### config.mk
export PLATFORM = sky130hd
export DESIGN_NAME = bscan_chain_flat
export DESIGN_NICKNAME = d
export VERILOG_FILES = /design/src/rtl/bscan_chain_pkg.sv /design/src/rtl/bscan_chain_if.sv /design/src/rtl/bscan_chain_bsc_cell.sv /design/src/rtl/bscan_chain.sv /design/src/flat_wrapper.sv
export SDC_FILE = /design/constraint.sdc
export NUM_CORES = 1
export LEC_CHECK = 0
export CAP_MARGIN = 25
export CORE_ASPECT_RATIO = 1.1
export CORE_MARGIN = 2
export CORE_UTILIZATION = 48
export CTS_CLUSTER_SIZE = 28
export DETAILED_ROUTE_END_ITERATION = 6
export PLACE_DENSITY_LB_ADDON = 0.15
export SLEW_MARGIN = 30
export SYNTH_ARGS = -nofsm -noshare
export SYNTH_HDL_FRONTEND = slang
export SYNTH_HIERARCHICAL = 1
export SYNTH_SLANG_ARGS = --single-unit
### constraint.sdc
create_clock -name tck_i -period 1.1 [get_ports tck_i]
set_clock_uncertainty 0.05 [all_clocks]
set_input_delay 0.165 -clock tck_i [delete_from_list [all_inputs] [get_ports tck_i]]
set_output_delay 0.165 -clock tck_i [all_outputs]
set_load 0.005 [all_outputs]
### src/rtl/bscan_chain_pkg.sv
// ============================================================================
//  Module      : bscan_chain_pkg
//  Description : Shared types and helpers for the boundary-scan chain slice.
//  Revision    : 1.0 - initial release
// ============================================================================
`default_nettype none

package bscan_chain_pkg;

    // TAP-issued cell controls, bundled so each cell sees one coherent word
    typedef struct packed {
        logic shift;
        logic capture;
        logic update;
    } bsc_ctrl_t;

    function automatic int bsc_chain_len(input int in_w, input int out_w);
        return in_w + out_w;
    endfunction

endpackage

`default_nettype wire

### src/rtl/bscan_chain_if.sv
// ============================================================================
//  Module      : bscan_chain_if
//  Description : TAP <-> boundary-scan chain serial/control interface.
//  Revision    : 1.0 - initial release
// ============================================================================
`default_nettype none

interface bscan_chain_if;
    logic tdi_i;
    logic bsc_shift_i;
    logic bsc_capture_i;
    logic bsc_update_i;
    logic bsc_mode_i;
    logic tdo_o;

    modport master (
        output tdi_i,
        output bsc_shift_i,
        output bsc_capture_i,
        output bsc_update_i,
        output bsc_mode_i,
        input  tdo_o
    );

    modport slave (
        input  tdi_i,
        input  bsc_shift_i,
        input  bsc_capture_i,
        input  bsc_update_i,
        input  bsc_mode_i,
        output tdo_o
    );
endinterface

`default_nettype wire

### src/rtl/bscan_chain_bsc_cell.sv
// ============================================================================
//  Module      : bsc_cell
//  Description : One boundary-scan cell: shift flop, update flop, mode mux.
//  Revision    : 1.0 - initial release
// ============================================================================
`default_nettype none

module bsc_cell
    import bscan_chain_pkg::*;
(
    input  wire logic      tck_i,
    input  wire logic      rst_n,
    input  wire bsc_ctrl_t ctrl_i,
    input  wire logic      mode_i,
    input  wire logic      si_i,
    input  wire logic      pi_i,
    output logic           so_o,
    output logic           po_o
);

    logic shift_q;
    logic shift_d;
    logic upd_q;
    logic upd_d;

    // Update samples shift_q before this edge's shift lands, so an illegal
    // update+shift edge still latches the pre-shift value.
    always_comb begin
        shift_d = shift_q;
        if (ctrl_i.shift) begin
            shift_d = si_i;
        end else if (ctrl_i.capture) begin
            shift_d = pi_i;
        end
        upd_d = ctrl_i.update ? shift_q : upd_q;
    end

    always_ff @(posedge tck_i or negedge rst_n) begin
        if (!rst_n) begin
            shift_q <= 1'b0;
            upd_q   <= 1'b0;
        end else begin
            shift_q <= shift_d;
            upd_q   <= upd_d;
        end
    end

    assign so_o = shift_q;
    assign po_o = mode_i ? upd_q : pi_i;

endmodule

`default_nettype wire

### src/rtl/bscan_chain.sv
// ============================================================================
//  Module      : bscan_chain
//  Description : Boundary-scan register: IN_W input cells then OUT_W output cells.
//  Revision    : 1.0 - initial release
// ============================================================================
`default_nettype none

module bscan_chain
    import bscan_chain_pkg::*;
#(
    parameter int IN_W  = 8,
    parameter int OUT_W = 8
) (
    input  wire logic             tck_i,
    input  wire logic             rst_n,
    bscan_chain_if.slave          tap,
    input  wire logic [IN_W-1:0]  pad_in_i,
    output logic      [IN_W-1:0]  core_in_o,
    input  wire logic [OUT_W-1:0] core_out_i,
    output logic      [OUT_W-1:0] pad_out_o
);

    localparam int N = bsc_chain_len(IN_W, OUT_W);

    bsc_ctrl_t      ctrl;
    logic [N-1:0]   cell_pi;
    logic [N-1:0]   cell_si;
    logic [N-1:0]   cell_so;
    logic [N-1:0]   cell_po;

    assign ctrl.shift   = tap.bsc_shift_i;
    assign ctrl.capture = tap.bsc_capture_i;
    assign ctrl.update  = tap.bsc_update_i;

    // Cell k captures from / passes through the same net it drives past.
    assign cell_pi = {core_out_i, pad_in_i};
    assign cell_si = {tap.tdi_i, cell_so[N-1:1]};

    generate
        for (genvar k = 0; k < N; k++) begin : g_cell
            bsc_cell u_cell (
                .tck_i  (tck_i),
                .rst_n  (rst_n),
                .ctrl_i (ctrl),
                .mode_i (tap.bsc_mode_i),
                .si_i   (cell_si[k]),
                .pi_i   (cell_pi[k]),
                .so_o   (cell_so[k]),
                .po_o   (cell_po[k])
            );
        end
    endgenerate

    assign tap.tdo_o = cell_so[0];
    assign core_in_o = cell_po[IN_W-1:0];
    assign pad_out_o = cell_po[N-1:IN_W];

endmodule

`default_nettype wire

### src/flat_wrapper.sv
// flat-port wrapper written by rule: the top's interface ports become plain ports
module bscan_chain_flat import bscan_chain_pkg::*;
#(
    parameter int IN_W  = 8,
    parameter int OUT_W = 8
)
  (tck_i, rst_n, pad_in_i, core_in_o, core_out_i, pad_out_o, tap_tdi_i, tap_bsc_shift_i, tap_bsc_capture_i, tap_bsc_update_i, tap_bsc_mode_i, tap_tdo_o);
  bscan_chain_if tap_i ();
  input  wire logic tck_i;
  input  wire logic rst_n;
  input  wire logic [IN_W-1:0] pad_in_i;
  output logic      [IN_W-1:0] core_in_o;
  input  wire logic [OUT_W-1:0] core_out_i;
  output logic      [OUT_W-1:0] pad_out_o;
  input wire logic [$bits(tap_i.tdi_i)-1:0] tap_tdi_i;
  input wire logic [$bits(tap_i.bsc_shift_i)-1:0] tap_bsc_shift_i;
  input wire logic [$bits(tap_i.bsc_capture_i)-1:0] tap_bsc_capture_i;
  input wire logic [$bits(tap_i.bsc_update_i)-1:0] tap_bsc_update_i;
  input wire logic [$bits(tap_i.bsc_mode_i)-1:0] tap_bsc_mode_i;
  output wire logic [$bits(tap_i.tdo_o)-1:0] tap_tdo_o;
  assign tap_i.tdi_i = tap_tdi_i;
  assign tap_i.bsc_shift_i = tap_bsc_shift_i;
  assign tap_i.bsc_capture_i = tap_bsc_capture_i;
  assign tap_i.bsc_update_i = tap_bsc_update_i;
  assign tap_i.bsc_mode_i = tap_bsc_mode_i;
  assign tap_tdo_o = tap_i.tdo_o;
  bscan_chain #(.IN_W(IN_W), .OUT_W(OUT_W)) u_core (.tck_i(tck_i), .rst_n(rst_n), .tap(tap_i), .pad_in_i(pad_in_i), .core_in_o(core_in_o), .core_out_i(core_out_i), .pad_out_o(pad_out_o));
endmodule
# Word-level counts from Yosys, hierarchy flattened
# Index checks and enable logic that the tools add are counted.
# totals
register_bits	32
output_inout_bits	17
# op_classes
n_mux	48
n_reduce_logical	1
# ops
operator	count
1-bit 2-to-1 mux	48
2-bit nonzero test	1

# Logic depth before layout (Yosys ltp)
# depth
ltp_word	2
ltp_mapped	2
mapped_depth_nobuf	2

# By module
# Netlist, hierarchy kept.
# by_module_without_submodules
module	instances	cells_each	area_each_um2	seq_area_each_um2
bsc_cell	16	7	95.1	50.0

# Least setup slack after synthesis
# No wires, ideal clock.
# synth_timing
kind	register to register
from	register u_core.g_cell[0].u_cell.shift_q
to	register u_core.g_cell[0].u_cell.upd_q
t_arrival_ns	0.657
path_slack_ns	0.265
stages_incl_launch_ff	2
n_path_buf	0
synth_period_minus_slack_ns	0.835
path_cell_list	dfrtp_1 > mux2_1
# synth_rtl
element	line_no	source
from (decl)	bscan_chain_bsc_cell.sv:21	logic shift_q;
from (signal assigned)	bscan_chain_bsc_cell.sv:43	shift_q <= shift_d;
to (signal assigned)	bscan_chain_bsc_cell.sv:44	upd_q <= upd_d;
to (decl)	bscan_chain_bsc_cell.sv:23	logic upd_q;
# No word-level cell between the ends.

# Worst setup path after layout
# layout_timing
from	register u_core.g_cell[11].u_cell.upd_q
to	output port pad_out_o[3]
# layout_between
elab_chain_len	1
# layout_rtl
element	line_no	source
from (decl)	bscan_chain_bsc_cell.sv:23	
from (signal assigned)	bscan_chain_bsc_cell.sv:44	
1-bit 2-to-1 mux	bscan_chain_bsc_cell.sv:49	assign po_o = mode_i ? upd_q : pi_i;
to (decl)	flat_wrapper.sv:14	output logic [OUT_W-1:0] pad_out_o;
# No other way between the ends.

==> metrics.cfg <==
[status]
status = finished with violations
failed_checks = setup timing

[worst_setup_path]
worstPathArrival_ns = 1.11
endpoint_required_time_on_the_critical_path_ns = 0.88
timing.setup.critical_path_class = register to output pin
ff2ff_path_depth = 3
worst-path-max-fanout = 2
critical_path.startpoint_type = register
crit_path_end_kind = output pin
timing.critical_path.cells = mux2_4 > buf_6
worstPathBufferInverterCount = 1
worst-path-stages = 2
cp_max_stage_cell = sky130_fd_sc_hd__dfrtp_1
path_delay_family = flip-flops
slowest_delay_ns = 0.40

[global_routing]
largest_net_degree_at_the_start_of_global_routing = 33
global_route.overflow_total = 0
first_global_vias = 1204
grt_antenna_before_repair = 0
grt_first_pass_wirelength_um = 5440
gr-usage-all-layers = 0.198

[final_layout]
diodes = 0
area_delta_synth_final_pct = 44.5
finalCoreUtilization = 0.721
multiInputGateArea_um2 = 721
share_of_layout_cells_above_drive_strength_1 = 0.312
fill_cells = 223
final_nets = 195
sequential_cell_area_um2 = 801

[detailed_routing]
drtAntennaViolNets = 0
top_signal_layer_used = met4
postRouteWirelength_um = 3160
routed_via_density = 5.37
drc = 0
met2_length_um = 1590
detail_route.wl_per_cell_um = 15.3
route.layer.met1.wl_um = 1370
wl_met3_um = 157
dr_total_vias = 1112
drt_first_pass_iters = 2
initialDrtViolationCount = 17

[logic_synthesis]
seq_area_frac_synth = 0.526
ys_ff_latch = 32
synth_top_flop_cell = sky130_fd_sc_hd__dfrtp_1
synth_top_cell_by_area = sky130_fd_sc_hd__dfrtp_1
number_of_enable_type_register_cells_in_the_synthesized_netlist = 0
netlist_instances = 112
synth_warnings = 6
ys_types = 6
net_count_after_synthesis = 135
synth.top_cell.area_share = 0.526
synth_area_per_cell_um2 = 13.6
synthesis.area_mm2 = 0.00152
synth.most_common_cell = sky130_fd_sc_hd__dfrtp_1
netlist_top_cells_area = sky130_fd_sc_hd__dfrtp_1, sky130_fd_sc_hd__mux2_4, sky130_fd_sc_hd__mux2_1
async_set_or_reset_register_ratio_after_synthesis = 1.00

[clock_tree]
cts_root_buf = sky130_fd_sc_hd__clkbuf_4
cts_tree = done
htree_levels = 2
cts_inserted_buffers = 5
clock_sinks = 32
clock_insertion_delay_worst_skew_ns = 0.32
ctsLongestPathBuffers = 2
clkSlewWorstSetupHoldPaths_ns = 0.10

[pwr]
power.static_leakage_nw = 1.06
power.clock.fraction = 0.237
power.net_switching_w = 0.000741
comb_power_share = 0.264
power-per-cell-area_mw_per_mm2 = 1320
share_seq_of_total_power = 0.499
power.internal_w = 0.00217
netSwitchingFraction = 0.254
peak_supply_drop_v = 0.00115

[timing]
timing.final.setup_violations = 16
fin_worst_hold_slack_ns = 0.142
postLayoutSetupSlackWorst_ns = -0.226
max_freq_mhz = 754
worst_slew_pin_slew_ns = 0.163
report.final.hold_viol_count = 0
slew_viol_final = 0
post-route-min-period_ns = 1.33
slew_headroom = 0.888
unrepaired_setup_endpoints_after_global_routing = true
timing.final.crit_share = 1.21

[floorplanning]
row_count = 21
die_y_um = 63.1
pin_count = 40
fp.dieArea_mm2 = 0.00364
design.core.area_mm2 = 0.00305
die_w_um = 57.7
start_util = 0.499

[placed_design]
routabilityCongestion = 0.696
detailed_place_hpwl_um = 2050
buffer_ports.inserted = 39
pre_cts_ws_ns = -0.748

[job]
timing.max_cap.violations = 0

[hold_path]
hold_path_class = primary input to asynchronous set/reset pin

## registers in the layout, indices dropped and copies added, names as in the netlist
name,cells
u_core/g_cell.u_cell/upd_q,16
u_core/g_cell.u_cell/so_o,16
## timing repair
action | 4_1_cts | 5_1_grt
hold buffers | 0 | 0
buffers inserted | 2 | 1
gates cloned | 1 | 0
setup endpoints to repair | 17 | 16
pin swaps | 0 | 0
gates resized for setup | 82 | 1
## area by class of cell
type                    count  share of cell area
flip-flops and latches     32               0.364
well taps                  34              0.0194
repair buffers             53               0.262
clock buffers               8              0.0268
multi-input cells          80               0.328
## routing by layer
| metal | GRT usage | up-vias |
|---|---|---|
| li1 | - | 529 |
| met1 | 0.247 | 547 |
| met2 | 0.331 | 28 |
| met3 | 0.0431 | 8 |
| met4 | 0.0785 | 0 |
| met5 | 0 | - |
## placed cells by master (no fill, tap or decap), types with 2 or more instances in the layout
cell | netlist | layout
sky130_fd_sc_hd__dfrtp_1 | 32 | 32
sky130_fd_sc_hd__o21ai_1 | 16 | 16
sky130_fd_sc_hd__nand2_1 | 16 | 16
sky130_fd_sc_hd__buf_6 | 0 | 13
sky130_fd_sc_hd__buf_4 | 0 | 8
sky130_fd_sc_hd__clkbuf_1 | 0 | 2
sky130_fd_sc_hd__clkdlybuf4s50_1 | 0 | 21
sky130_fd_sc_hd__mux2_4 | 16 | 16
sky130_fd_sc_hd__buf_2 | 0 | 4
sky130_fd_sc_hd__clkbuf_4 | 0 | 5
sky130_fd_sc_hd__buf_12 | 0 | 5
sky130_fd_sc_hd__mux2_1 | 16 | 16
sky130_fd_sc_hd__mux2i_1 | 16 | 16
## path summary, 6_finish.rpt
check                                                                 from  slack, ns                                         to
worst min register to register   u_core/g_cell[0].u_cell/upd_q$_DFFE_PN0P_       0.45  u_core/g_cell[0].u_cell/upd_q$_DFFE_PN0P_
worst min-delay path                                                 rst_n       0.14  u_core/g_cell[4].u_cell/upd_q$_DFFE_PN0P_
max in group asynchronous                                            rst_n       0.69  u_core/g_cell[11].u_cell/so_o$_DFFE_PN0P_
worst max-delay path            u_core/g_cell[11].u_cell/upd_q$_DFFE_PN0P_      -0.23                               pad_out_o[3]
min in group tck_i                                               tap_tdi_i       0.35  u_core/g_cell[15].u_cell/so_o$_DFFE_PN0P_
worst max register to register   u_core/g_cell[4].u_cell/upd_q$_DFFE_PN0P_       0.03  u_core/g_cell[4].u_cell/upd_q$_DFFE_PN0P_
## metrics by stage
step	cells	TNS [ns]	area (µm²)	total power, W
2_1_floorplan	112	0	1520	0.00176
3_3_place_gp	195	-19.07	2090	0.00218
3_5_place_dp	195	-19.58	2090	0.00221
4_1_cts	206	-3.45	2180	0.00292
5_1_grt	207	-4.04	2200	0.00308
6_report	207	-3.23	2200	0.00291
## power by group through the flow
stage	combinational (W)	clock, W	sequential (W)
finish	0.000768	0.000690	0.00145
global route	0.000835	0.000768	0.00148
CTS	0.000764	0.000706	0.00145
detailed placement	0.000733	0	0.00148
global placement	0.000720	0	0.00146
floorplan	0.000318	0	0.00144
## logic make-up (layout without fill, tap and decap cells)
| kind of cell | Yosys count | count (layout) | synth area share |
|---|---|---|---|
| AO/OA/AOI/OAI | 16 | 16 | 0.0526 |
| AND/OR/NAND/NOR | 16 | 16 | 0.0395 |
| flip-flops | 32 | 32 | 0.526 |
| buffers and inverters | 0 | 61 | 0 |
| multiplexers | 48 | 48 | 0.382 |
(Power assumes the default switching activity.)
